--- src/rtl/uart_tx_arbiter_if.sv ---
// Requester-side handshake bundle for uart_tx_arbiter: per-requester valid,
// byte, frame config and the one-hot accept pulse.
interface uart_tx_arbiter_if #(
  parameter int unsigned NUM_REQ = 4
) ();

  logic [NUM_REQ-1:0]   req_valid_i;
  logic [8*NUM_REQ-1:0] req_data_i;
  logic [7*NUM_REQ-1:0] req_cfg_i;
  logic [NUM_REQ-1:0]   req_ready_o;

  modport master (
    output req_valid_i,
    output req_data_i,
    output req_cfg_i,
    input  req_ready_o
  );

  modport slave (
    input  req_valid_i,
    input  req_data_i,
    input  req_cfg_i,
    output req_ready_o
  );

endinterface

--- src/rtl/uart_tx_arbiter.sv ---
// Round-robin scheduler sharing one UART transmitter between NUM_REQ requesters,
// with frame hold, inter-frame gap and a watchdog that resets a hung transmitter.
module uart_tx_arbiter #(
  parameter int unsigned NUM_REQ        = 4,
  parameter int unsigned GAP_CYCLES     = 2,
  parameter int unsigned TIMEOUT_CYCLES = 32
) (
  input  logic                       tx_clk_i,
  input  logic                       rst_n_i,
  uart_tx_arbiter_if.slave           req_if,
  output logic                       busy_o,
  output logic [$clog2(NUM_REQ)-1:0] grant_id_o,
  output logic                       frame_done_o,
  output logic                       timeout_o,
  output logic                       cfg_err_o,
  output logic                       uart_start_o,
  output logic [7:0]                 uart_data_o,
  output logic [3:0]                 uart_length_o,
  output logic                       uart_parity_type_o,
  output logic                       uart_parity_en_o,
  output logic                       uart_stop2_o,
  output logic                       uart_rst_o,
  input  logic                       uart_done_i
);

  localparam int unsigned IDW      = $clog2(NUM_REQ);
  localparam int unsigned WDW      = $clog2(TIMEOUT_CYCLES);
  localparam int unsigned GPW      = $clog2(GAP_CYCLES + 2);
  localparam int unsigned GAP_LAST = (GAP_CYCLES > 0) ? GAP_CYCLES - 1 : 0;

  typedef enum logic [1:0] {IDLE, START, WAIT, GAP} state_t;

  typedef struct packed {
    logic [3:0] length;
    logic       parity_type;
    logic       parity_en;
    logic       stop2;
  } cfg_t;

  state_t             state_q;
  logic [IDW-1:0]     ptr_q;
  logic [WDW-1:0]     wdog_q;
  logic [GPW-1:0]     gap_q;
  cfg_t               hold_cfg_q;

  logic               sel_found;
  logic [IDW-1:0]     sel_idx;
  int unsigned        cand;
  logic [7:0]         sel_data;
  cfg_t               sel_cfg;
  logic               sel_len_ok;
  logic [NUM_REQ-1:0] ready_c;
  logic               frame_end;

  // First valid requester strictly after the last grant, wrapping around.
  always_comb begin
    sel_found = 1'b0;
    sel_idx   = '0;
    cand      = 0;
    for (int unsigned i = 1; i <= NUM_REQ; i++) begin
      cand = 32'(ptr_q) + i;
      if (cand >= NUM_REQ) cand = cand - NUM_REQ;
      if (!sel_found && req_if.req_valid_i[IDW'(cand)]) begin
        sel_found = 1'b1;
        sel_idx   = IDW'(cand);
      end
    end
  end

  always_comb begin
    sel_data   = req_if.req_data_i[32'(sel_idx)*8 +: 8];
    sel_cfg    = req_if.req_cfg_i[32'(sel_idx)*7 +: 7];
    sel_len_ok = (sel_cfg.length >= 4'd5) && (sel_cfg.length <= 4'd8);
    ready_c    = '0;
    if (rst_n_i && (state_q == IDLE) && sel_found) ready_c[sel_idx] = 1'b1;
  end

  assign req_if.req_ready_o = ready_c;

  // Done takes precedence over a watchdog expiry in the same cycle.
  assign frame_end = uart_done_i || (wdog_q == WDW'(TIMEOUT_CYCLES - 1));

  assign uart_length_o      = hold_cfg_q.length;
  assign uart_parity_type_o = hold_cfg_q.parity_type;
  assign uart_parity_en_o   = hold_cfg_q.parity_en;
  assign uart_stop2_o       = hold_cfg_q.stop2;

  always_ff @(posedge tx_clk_i or negedge rst_n_i) begin
    if (!rst_n_i) begin
      state_q      <= IDLE;
      ptr_q        <= IDW'(NUM_REQ - 1);
      wdog_q       <= '0;
      gap_q        <= '0;
      hold_cfg_q   <= '0;
      uart_data_o  <= '0;
      grant_id_o   <= '0;
      busy_o       <= 1'b0;
      frame_done_o <= 1'b0;
      timeout_o    <= 1'b0;
      cfg_err_o    <= 1'b0;
      uart_start_o <= 1'b0;
      uart_rst_o   <= 1'b1;
    end else begin
      frame_done_o <= 1'b0;
      timeout_o    <= 1'b0;
      cfg_err_o    <= 1'b0;
      uart_start_o <= 1'b0;
      uart_rst_o   <= 1'b0;
      case (state_q)
        IDLE: begin
          if (sel_found) begin
            uart_data_o <= sel_data;
            hold_cfg_q  <= sel_cfg;
            grant_id_o  <= sel_idx;
            ptr_q       <= sel_idx;
            if (sel_len_ok) begin
              state_q      <= START;
              uart_start_o <= 1'b1;
              busy_o       <= 1'b1;
            end else begin
              cfg_err_o <= 1'b1;
            end
          end
        end
        START: begin
          wdog_q  <= '0;
          state_q <= WAIT;
        end
        WAIT: begin
          if (frame_end) begin
            frame_done_o <= uart_done_i;
            timeout_o    <= !uart_done_i;
            uart_rst_o   <= !uart_done_i;
            gap_q        <= '0;
            if (GAP_CYCLES == 0) begin
              state_q <= IDLE;
              busy_o  <= 1'b0;
            end else begin
              state_q <= GAP;
            end
          end else begin
            wdog_q <= wdog_q + WDW'(1);
          end
        end
        GAP: begin
          if (gap_q == GPW'(GAP_LAST)) begin
            state_q <= IDLE;
            busy_o  <= 1'b0;
          end else begin
            gap_q <= gap_q + GPW'(1);
          end
        end
        default: state_q <= IDLE;
      endcase
    end
  end

endmodule

--- src/flat_wrapper.sv ---
// flat-port wrapper written by rule: the top's interface ports become plain ports
module uart_tx_arbiter_flat 
#(
  parameter int unsigned NUM_REQ        = 4,
  parameter int unsigned GAP_CYCLES     = 2,
  parameter int unsigned TIMEOUT_CYCLES = 32
)
  (tx_clk_i, rst_n_i, busy_o, grant_id_o, frame_done_o, timeout_o, cfg_err_o, uart_start_o, uart_data_o, uart_length_o, uart_parity_type_o, uart_parity_en_o, uart_stop2_o, uart_rst_o, uart_done_i, req_if_req_valid_i, req_if_req_data_i, req_if_req_cfg_i, req_if_req_ready_o);
  uart_tx_arbiter_if #(.NUM_REQ(NUM_REQ)) req_if_i ();
  input  logic tx_clk_i;
  input  logic rst_n_i;
  output logic busy_o;
  output logic [$clog2(NUM_REQ)-1:0] grant_id_o;
  output logic frame_done_o;
  output logic timeout_o;
  output logic cfg_err_o;
  output logic uart_start_o;
  output logic [7:0] uart_data_o;
  output logic [3:0] uart_length_o;
  output logic uart_parity_type_o;
  output logic uart_parity_en_o;
  output logic uart_stop2_o;
  output logic uart_rst_o;
  input  logic uart_done_i;
  input wire logic [$bits(req_if_i.req_valid_i)-1:0] req_if_req_valid_i;
  input wire logic [$bits(req_if_i.req_data_i)-1:0] req_if_req_data_i;
  input wire logic [$bits(req_if_i.req_cfg_i)-1:0] req_if_req_cfg_i;
  output wire logic [$bits(req_if_i.req_ready_o)-1:0] req_if_req_ready_o;
  assign req_if_i.req_valid_i = req_if_req_valid_i;
  assign req_if_i.req_data_i = req_if_req_data_i;
  assign req_if_i.req_cfg_i = req_if_req_cfg_i;
  assign req_if_req_ready_o = req_if_i.req_ready_o;
  uart_tx_arbiter #(.NUM_REQ(NUM_REQ), .GAP_CYCLES(GAP_CYCLES), .TIMEOUT_CYCLES(TIMEOUT_CYCLES)) u_core (.tx_clk_i(tx_clk_i), .rst_n_i(rst_n_i), .req_if(req_if_i), .busy_o(busy_o), .grant_id_o(grant_id_o), .frame_done_o(frame_done_o), .timeout_o(timeout_o), .cfg_err_o(cfg_err_o), .uart_start_o(uart_start_o), .uart_data_o(uart_data_o), .uart_length_o(uart_length_o), .uart_parity_type_o(uart_parity_type_o), .uart_parity_en_o(uart_parity_en_o), .uart_stop2_o(uart_stop2_o), .uart_rst_o(uart_rst_o), .uart_done_i(uart_done_i));
endmodule
--- config.mk ---
export PLATFORM = sky130hd
export DESIGN_NAME = uart_tx_arbiter_flat
export DESIGN_NICKNAME = d
export VERILOG_FILES = /design/src/rtl/uart_tx_arbiter_if.sv /design/src/rtl/uart_tx_arbiter.sv /design/src/flat_wrapper.sv
export SDC_FILE = /design/constraint.sdc
export NUM_CORES = 1
export LEC_CHECK = 0
export ABC_AREA = 1
export CORE_MARGIN = 2
export CORE_UTILIZATION = 45
export CTS_BUF_LIST = sky130_fd_sc_hd__clkbuf_2 sky130_fd_sc_hd__clkbuf_4 sky130_fd_sc_hd__clkbuf_8
export CTS_CLUSTER_SIZE = 25
export DETAILED_ROUTE_END_ITERATION = 8
export PLACE_DENSITY_LB_ADDON = 0.15
export SETUP_SLACK_MARGIN = 0.5
export SYNTH_ARGS = -nofsm -noshare
export SYNTH_HDL_FRONTEND = slang
export SYNTH_SLANG_ARGS = --single-unit
--- constraint.sdc ---
create_clock -name tx_clk_i -period 2.6 [get_ports tx_clk_i]
set_input_delay 0.52 -clock tx_clk_i [delete_from_list [all_inputs] [get_ports tx_clk_i]]
set_output_delay 0.52 -clock tx_clk_i [all_outputs]
set_load 0.1 [all_outputs]
* After elaboration in Yosys (flattened, before gate mapping)
Index checks and enable logic that the tools add are counted.
Cells by class: reductions and logical operators 21, $lt $le $gt $ge 12, muxes and demuxes 47, shifts and indexed selects 2, eq/ne operators 11, multipliers 1, add/subtract/negate cells 10
Operators by type and width (count):
- $shiftx A32 B6 Y8 | 1
- $mux W2 | 14
- $shiftx A28 B6 Y7 | 1
- $mux W1 | 22
- $lt A2 B3 Y1 const B | 5
- $pmux W5 S2 | 1
- $ge A3 B3 Y1 const B | 3
- $bmux W1 S2 | 4
- $ge A4 B3 Y1 const B | 2
- $ne A2 B1 Y1 const B | 4
- $pmux W2 S4 | 1
- $reduce_and A4 Y1 | 2
- $sub A2 B1 Y2 const B | 4
- $logic_and A1 B1 Y1 | 7
- $add A2 B2 Y3 const B | 2
- $reduce_bool A2 Y1 | 3
- $add A5 B1 Y5 const B | 1
- $eq A5 B5 Y1 const B | 1
- $mul A2 B3 Y5 const B | 1
- $mux W5 | 1
- $add A2 B3 Y4 const B | 1
- $eq A2 B1 Y1 const B | 2
- $eq A2 B2 Y1 const B | 2
- $le A4 B4 Y1 const B | 1
- other kinds (13) | 18
Word-level totals: register bits 34, output and inout bits 27, logic and storage cells 120

* Logic depth before layout (Yosys ltp)
Gate-level depths: netlist of run 1.
word-level depth 22, mapped depth 23, mapped depth without buffers 21

* Worst setup path after synthesis of run 1
Ideal clock, no wire load.
kind register to output, start point register u_core.ptr_q[0], end point output req_if_req_ready_o[1], arrival 3.636 ns, setup slack -1.556 ns, data required time 2.080 ns, buffers on the path 2, cell stages (with the launch flop) 11, cell sequence dfstp_2 -> buf_6 -> nand2_1 -> a21oi_1 -> a21oi_1 -> nand3_2 -> buf_4 -> nand2_1 -> inv_1 -> nand2_1 -> nor3_1
On the way: word-level cells in the longest chain between the ends 20, elaborated cells on any way between the ends 45, classes of those cells add/sub (8); order compare (6); mux (23); reduce/logical (8)
Ends and longest elaborated chain:
- start: declaration | line uart_tx_arbiter.sv:41 | logic [IDW-1:0] ptr_q;
- start signal: assignment | line uart_tx_arbiter.sv:91 | ptr_q <= IDW'(NUM_REQ - 1);
- start signal: assignment | line uart_tx_arbiter.sv:115 | ptr_q <= sel_idx;
- $add A2 B1 Y3 | line uart_tx_arbiter.sv:61 | cand = 32'(ptr_q) + i;
- $ge A3 B3 Y1 or $sub A2 B1 Y2 (tied branches) | line uart_tx_arbiter.sv:62 | if (cand >= NUM_REQ) cand = cand - NUM_REQ;
- $mux W2 | line uart_tx_arbiter.sv:62
- $bmux W1 S2 | line uart_tx_arbiter.sv:63 | if (!sel_found && req_if.req_valid_i[IDW'(cand)]) begin
- $mux W1 (implied by the code) | line uart_tx_arbiter.sv:63
- $mux W1 | line uart_tx_arbiter.sv:63
- $logic_not A1 Y1 | line uart_tx_arbiter.sv:63
- $logic_and A1 B1 Y1 | line uart_tx_arbiter.sv:63
- [4 not listed]
- $logic_not A1 Y1 | line uart_tx_arbiter.sv:63
- $logic_and A1 B1 Y1 | line uart_tx_arbiter.sv:63
- $mux W2 | line uart_tx_arbiter.sv:63
- $lt A2 B3 Y1 (implied by the code) or $ge A2 B1 Y1 (tied branches) | line uart_tx_arbiter.sv:75 | if (rst_n_i && (state_q == IDLE) && sel_found) ready_c[sel_idx] = 1'b1;
- $logic_and A1 B1 Y1 (implied by the code) | line uart_tx_arbiter.sv:75
- $mux W1 (implied by the code) | line uart_tx_arbiter.sv:75
- $demux W1 S2
- $mux W4 * | line uart_tx_arbiter.sv:75
- end: declaration | line flat_wrapper.sv:28 | output wire logic [$bits(req_if_i.req_ready_o)-1:0] req_if_req_ready_o;
Every way passes the cells marked *; elsewhere a longest branch is shown, timed or not. The select of a mux whose other input is x is not followed.

* Final worst setup path of run 1
start point register u_core.ptr_q[0], end point output req_if_req_ready_o[3]
The elaborated chain is that of the path after synthesis.

==> impl_metrics.json, run 1 <==
{
  "regToRegSetupSlack_ps": -40,
  "cts_buffer_depth": 2,
  "grt_pass1_wl_um": 11300,
  "syn_to_final_growth_pct": 69.7,
  "clockRootBuffer": "clkbuf_8",
  "max_cap_viol_count": 0,
  "synthDistinctLibCells": 30,
  "finish.net_count": 524,
  "min_period_ps": 2760,
  "tritoncts.num_buffers": 5,
  "fin_skew_ps": 8.91,
  "clock_sinks": 34,
  "drive_gt1_share_pct": 34.8,
  "syn_inst": 323,
  "core_area_um2": 5070,
  "wl_um": 7000,
  "cts_max_level": 2,
  "critPathRequiredTime_ps": 2080,
  "synth_commonest_cells": "nand2_1, dfrtp_1, inv_1",
  "crit_top_cell": "nand2_2",
  "yosysWarningCount": 0,
  "reg2reg_from": "u_core.ptr_q[0]$_DFFE_PN1P_",
  "overflow": 0,
  "fillers": 356,
  "worstPathCellList": "buf_6, nand2_2, nand2_2, nand2_2, nand2_4, nor2_4, nand3_4, nand2_4, inv_4, nand2_8, nor3_4, buf_12",
  "synthArstFlopShare_pct": 100,
  "wl_per_cell_um": 13.4,
  "antenna_found_initial": 0,
  "clock_latency_ps": 280,
  "dr.pass1.iters": 4,
  "slowest_stage": "dfstp_2",
  "violations": "negative setup slack",
  "worstPathArrival_ps": 2240,
  "antenna_left": 0,
  "numPortBuffers": 93,
  "setup_viol": 7,
  "critical_path.top_delay_family": "simple AND/OR/NAND/NOR gates",
  "vias": 2638,
  "rsz0062_at_grt": "yes",
  "yosys_register_bits": 34,
  "synth-seq-area-share_pct": 36.3,
  "multi_input_area_um2": 1530,
  "setup.worst_path.end_class": "output port",
  "synth_fp_nets": 397,
  "path_max_fanout": 6,
  "worst_pin_slew_ps": 428,
  "syn_area_per_cell_um2": 7.29,
  "die_height_um": 76.3,
  "final_max_slew_viol_count": 0,
  "drt_iter0_drc": 133,
  "dp_hpwl_um": 5160,
  "synth-edff-count": 0,
  "r2r_end": "u_core.state_q[1]$_DFFE_PN0P_",
  "max_slew_margin_pct": 71.5,
  "antenna_cells": 0,
  "cts_hold_buf": 0,
  "pin_count": 94,
  "grt_pass1_vias": 2584,
  "rows": 26,
  "cts_tree": "done",
  "start_util_pct": 46.4,
  "grt_max_degree": 35,
  "vias_per_cell": 5.06,
  "timing.fmax_ghz": 0.362,
  "die_w_um": 76.3,
  "outcome": "finished, violations left",
  "fin_ws_ps": -159,
  "hold_viol": 0,
  "critical_path_class": "reg2out",
  "yosys.cell_count.top_type": "nand2_1",
  "die_area_um2": 5820,
  "worst_hold_slack_ps": 377,
  "start_kind": "flip-flop",
  "synth_ff_type": "dfrtp_1",
  "synth_top_area_share_pct": 33.0,
  "grt_use_total_pct": 23.8,
  "finalCritPeriodShare_pct": 106,
  "clk_pin_slew_worst_paths_ps": 70,
  "globalplace.congestion": 0.831,
  "critPathMaxStageDelay_ps": 640,
  "yosysTopAreaCell": "dfrtp_1",
  "crit_buf_inv": 3,
  "drc_errors": 0,
  "synthTopCellsByArea": "dfrtp_1, nand2_1, inv_1",
  "hp-class": "in2async",
  "worstRegToRegCells": 21,
  "seqCellArea_um2": 855,
  "netlist_area_um2": 2350
}
==> layout by cell type (no fill, tap or decap), types with 6 or more instances in the layout <==
cell type / netlist / routed
nand4_1: 12 / 12
nor2_1: 18 / 14
nand2_4: 6 / 15
a22oi_1: 12 / 6
buf_4: 2 / 52
nand2_1: 119 / 100
buf_6: 3 / 6
a31oi_1: 7 / 7
ha_1: 7 / 7
nand3_2: 6 / 7
dfrtp_1: 31 / 31
a22oi_2: 0 / 6
clkdlybuf4s50_1: 0 / 61
inv_1: 25 / 21
nand2_2: 13 / 21
nand3_1: 17 / 14
buf_12: 0 / 9
clkbuf_8: 0 / 6
==> per-stage QoR <==
stage	std cells	area [µm²]	util, %	worst slack [ps]	TNS [ps]
6_report	521	3990	78.7	-159	-623
5_1_grt	521	3990	78.7	-271	-2040
4_1_cts	515	3830	75.5	-121	-412
3_5_place_dp	499	3590	70.8	-276	-4230
3_3_place_gp	499	3590	70.8	-225	-3340
2_1_floorplan	323	2470	-	-161	-303
==> flip-flops by register name (all words and copies together) (netlist names) <==
register and flops:
u_core.busy_o 1, u_core.cfg_err_o 1, u_core.frame_done_o 1, u_core.gap_q 2, u_core.grant_id_o 2, u_core.ptr_q 2
u_core.state_q 2, u_core.timeout_o 1, u_core.uart_data_o 8, u_core.uart_length_o 4, u_core.uart_parity_en_o 1, u_core.uart_parity_type_o 1
u_core.uart_rst_o 1, u_core.uart_start_o 1, u_core.uart_stop2_o 1, u_core.wdog_q 5
==> how the worst max path moves through the flow <==
stage,startpoint,endpoint,cells past startpoint
5_1_grt,u_core.ptr_q[0]$_DFFE_PN1P_,u_core.state_q[1]$_DFFE_PN0P_,22
2_1_floorplan,u_core.ptr_q[0]$_DFFE_PN1P_,req_if_req_ready_o[1],12
3_3_place_gp,req_if_req_valid_i[2],u_core.state_q[1]$_DFFE_PN0P_,21
6_report,u_core.ptr_q[0]$_DFFE_PN1P_,req_if_req_ready_o[3],12
3_5_place_dp,req_if_req_valid_i[2],u_core.state_q[0]$_DFFE_PN0P_,21
4_1_cts,u_core.ptr_q[0]$_DFFE_PN1P_,req_if_req_ready_o[3],9
==> what timing repair did <==
item	4_1_cts	5_1_grt
setup endpoints to repair	24	26
pin swaps	8	19
resized for setup	28	34
setup buffers	8	6
==> area by class of cell <==
| class | count | share of cell area [%] |
|---|---|---|
| multi-input combinational | 246 | 38.3 |
| clock buffer | 7 | 2.26 |
| clock inverter | 1 | 0.125 |
| timing repair buffer | 134 | 32.6 |
| tap | 70 | 2.19 |
| inverter | 29 | 3.04 |
| sequential | 34 | 21.4 |
==> cells by family after synthesis <==
| kind of cell | Yosys count | share of synthesized area (%) |
|---|---|---|
| AOI/OAI and AO/OA | 36 | 9.84 |
| adders and majority gates | 7 | 3.72 |
| buffers and inverters | 43 | 9.14 |
| DFF | 34 | 36.3 |
| and+or+nand+nor | 203 | 41.0 |
==> routing by layer <==
layer	part of all wire, %	wire length [µm]	track usage (%)
met5	0	0	0
met4	1.3	92	7.82
met3	6.7	471	6.75
met2	52	3680	41.8
met1	39	2760	27.9
Power of run 1 is left out: the tool's default activity adds up to more than one toggle a clock period on the data nets, which glitch-free logic cannot reach.
==> inputs of run 2 (changes only) <==
--- a/config.mk
+++ b/config.mk
@@ -6,7 +6,6 @@
 export NUM_CORES = 1
 export LEC_CHECK = 0
 export ABC_AREA = 1
-export CORE_MARGIN = 2
 export CORE_UTILIZATION = 45
 export CTS_BUF_LIST = sky130_fd_sc_hd__clkbuf_2 sky130_fd_sc_hd__clkbuf_4 sky130_fd_sc_hd__clkbuf_8
 export CTS_CLUSTER_SIZE = 25
==> impl_metrics.json, run 2 (synthesized netlist as in run 1, its figures left out) <==
{
  "drc_errors": 0,
  "fin_ws_ps": -283,
  "path_max_fanout": 7,
  "clk_pin_slew_worst_paths_ps": 80,
  "clock_latency_ps": 300,
  "globalplace.congestion": 0.828,
  "final_cells": 521,
  "overflow": 0,
  "regToRegSetupSlack_ps": -280,
  "setup.worst_path.end_class": "output port",
  "die_height_um": 74.3,
  "antenna_left": 0,
  "cts_max_level": 2,
  "timing.fmax_ghz": 0.347,
  "clockRootBuffer": "clkbuf_8",
  "grt_use_total_pct": 30.7,
  "final_util_pct": 84.9,
  "grt_pass1_wl_um": 12600,
  "multi_input_area_um2": 1580,
  "tritoncts.num_buffers": 5,
  "cts_hold_buf": 0,
  "r2r_end": "u_core.busy_o$_DFFE_PN0P_",
  "vias_per_cell": 5.46,
  "regMostFlops": "u_core.uart_data_o",
  "antenna_cells": 0,
  "hold_viol": 0,
  "layout_common_cells": "nand2_1, clkdlybuf4s50_1, buf_4, dfrtp_1, nand2_4",
  "critical_path_class": "reg2out",
  "wl_um": 8660,
  "seqCellArea_um2": 855,
  "final_common_cell": "nand2_1",
  "start_kind": "flip-flop",
  "antenna_found_initial": 0,
  "clock_sinks": 34,
  "max_cap_viol_count": 0,
  "rows": 25,
  "syn_to_final_growth_pct": 76.0,
  "finish.net_count": 527,
  "critPathRequiredTime_ps": 2080,
  "rsz0062_at_grt": "yes",
  "vias": 2843,
  "fin_skew_ps": 15.9,
  "setup_viol": 20,
  "grt_pass1_vias": 2775,
  "dr.pass1.iters": 5,
  "crit_start": "u_core.ptr_q[0]$_DFFE_PN1P_",
  "numPortBuffers": 93,
  "violations": "negative setup slack",
  "tns_ps": -3080,
  "max_slew_margin_pct": 71.6,
  "finalCritPeriodShare_pct": 111,
  "wl_per_cell_um": 16.6,
  "worstPathArrival_ps": 2360,
  "drt_iter0_drc": 224,
  "fillers": 270,
  "reg2reg_from": "u_core.ptr_q[0]$_DFFE_PN1P_",
  "pre_cts_slack_ps": -302,
  "cts_buffer_depth": 2,
  "core_area_um2": 4880,
  "final_max_slew_viol_count": 0,
  "start_util_pct": 48.2,
  "dp.cells": 490,
  "dp_hpwl_um": 5190,
  "drive_gt1_share_pct": 37.2,
  "outcome": "finished, violations left",
  "die_area_um2": 5520,
  "pin_count": 94,
  "hp-class": "in2async",
  "die_w_um": 74.3,
  "cts_tree": "done",
  "grt_max_degree": 35,
  "largest_reg_flops": 8,
  "worst_pin_slew_ps": 426,
  "min_period_ps": 2880,
  "worstRegToRegCells": 23
}
[run 2: cell types whose count changed in the layout (fill, tap and decap cells not counted), moves of 2 or more]
cell,delta
o21ai_1,-2
o21ai_2,+2
inv_4,-2
nand2_4,+7
buf_16,+2
buf_6,+2
nand2_1,-6
buf_8,+2
buf_4,-3
inv_6,+2
[run 2: how the worst max path moves through the flow]
stage	end	slack [ps]	cells after the start
6_report	req_if_req_ready_o[3]	-280	12
5_1_grt	u_core.state_q[0]$_DFFE_PN0P_	-370	22
4_1_cts	req_if_req_ready_o[1]	-110	12
3_5_place_dp	u_core.state_q[1]$_DFFE_PN0P_	-300	21
3_3_place_gp	u_core.state_q[1]$_DFFE_PN0P_	-200	21
2_1_floorplan	req_if_req_ready_o[1]	-160	12
[run 2: final cells by class]
class                           instances  share of cell area (%)
Clock buffer                            7                    2.18
Sequential cell                        34                    20.6
Inverter                               29                    3.02
Timing Repair Buffer                  136                    33.1
Tap cell                               67                    2.02
Multi-Input combinational cell        246                    38.2
Clock inverter                          1                   0.725
Timing Repair inverter                  1                   0.121
[run 2: what timing repair did]
item | CTS | global route
setup endpoints to repair | 24 | 27
buffers inserted | 17 | 3
resized for setup | 49 | 29
gates cloned | 3 | 0
pin swaps | 25 | 26
[run 2: critical path: stages, from the launching register on]
cell,delay [ps]
dfstp_2,610
buf_12,150
nand2_4,60
nand2_4,110
nand2_4,70
nand2_4,90
inv_2,50
nand2_1,80
nand2_1,90
nand2_2,150
nand2_8,110
nor3_4,270
buf_12,210
[run 2: per-stage QoR]
stage	instance area, µm²	hold WS, ps
floorplan	2470	224
global placement	3530	465
detailed placement	3530	473
CTS	4000	385
global route	4140	410
finish	4140	373
[run 2: routing by layer]
metal | vias up | share of wire (%) | global-route usage [%]
met4 | 0 | 3.1 | 12.6
li1 | 1318 | - | -
met5 | - | 0 | 0
met2 | 173 | 52 | 55.7
met3 | 26 | 7.6 | 7.59
met1 | 1326 | 37 | 34.3
Power of run 2 is left out for the same reason.
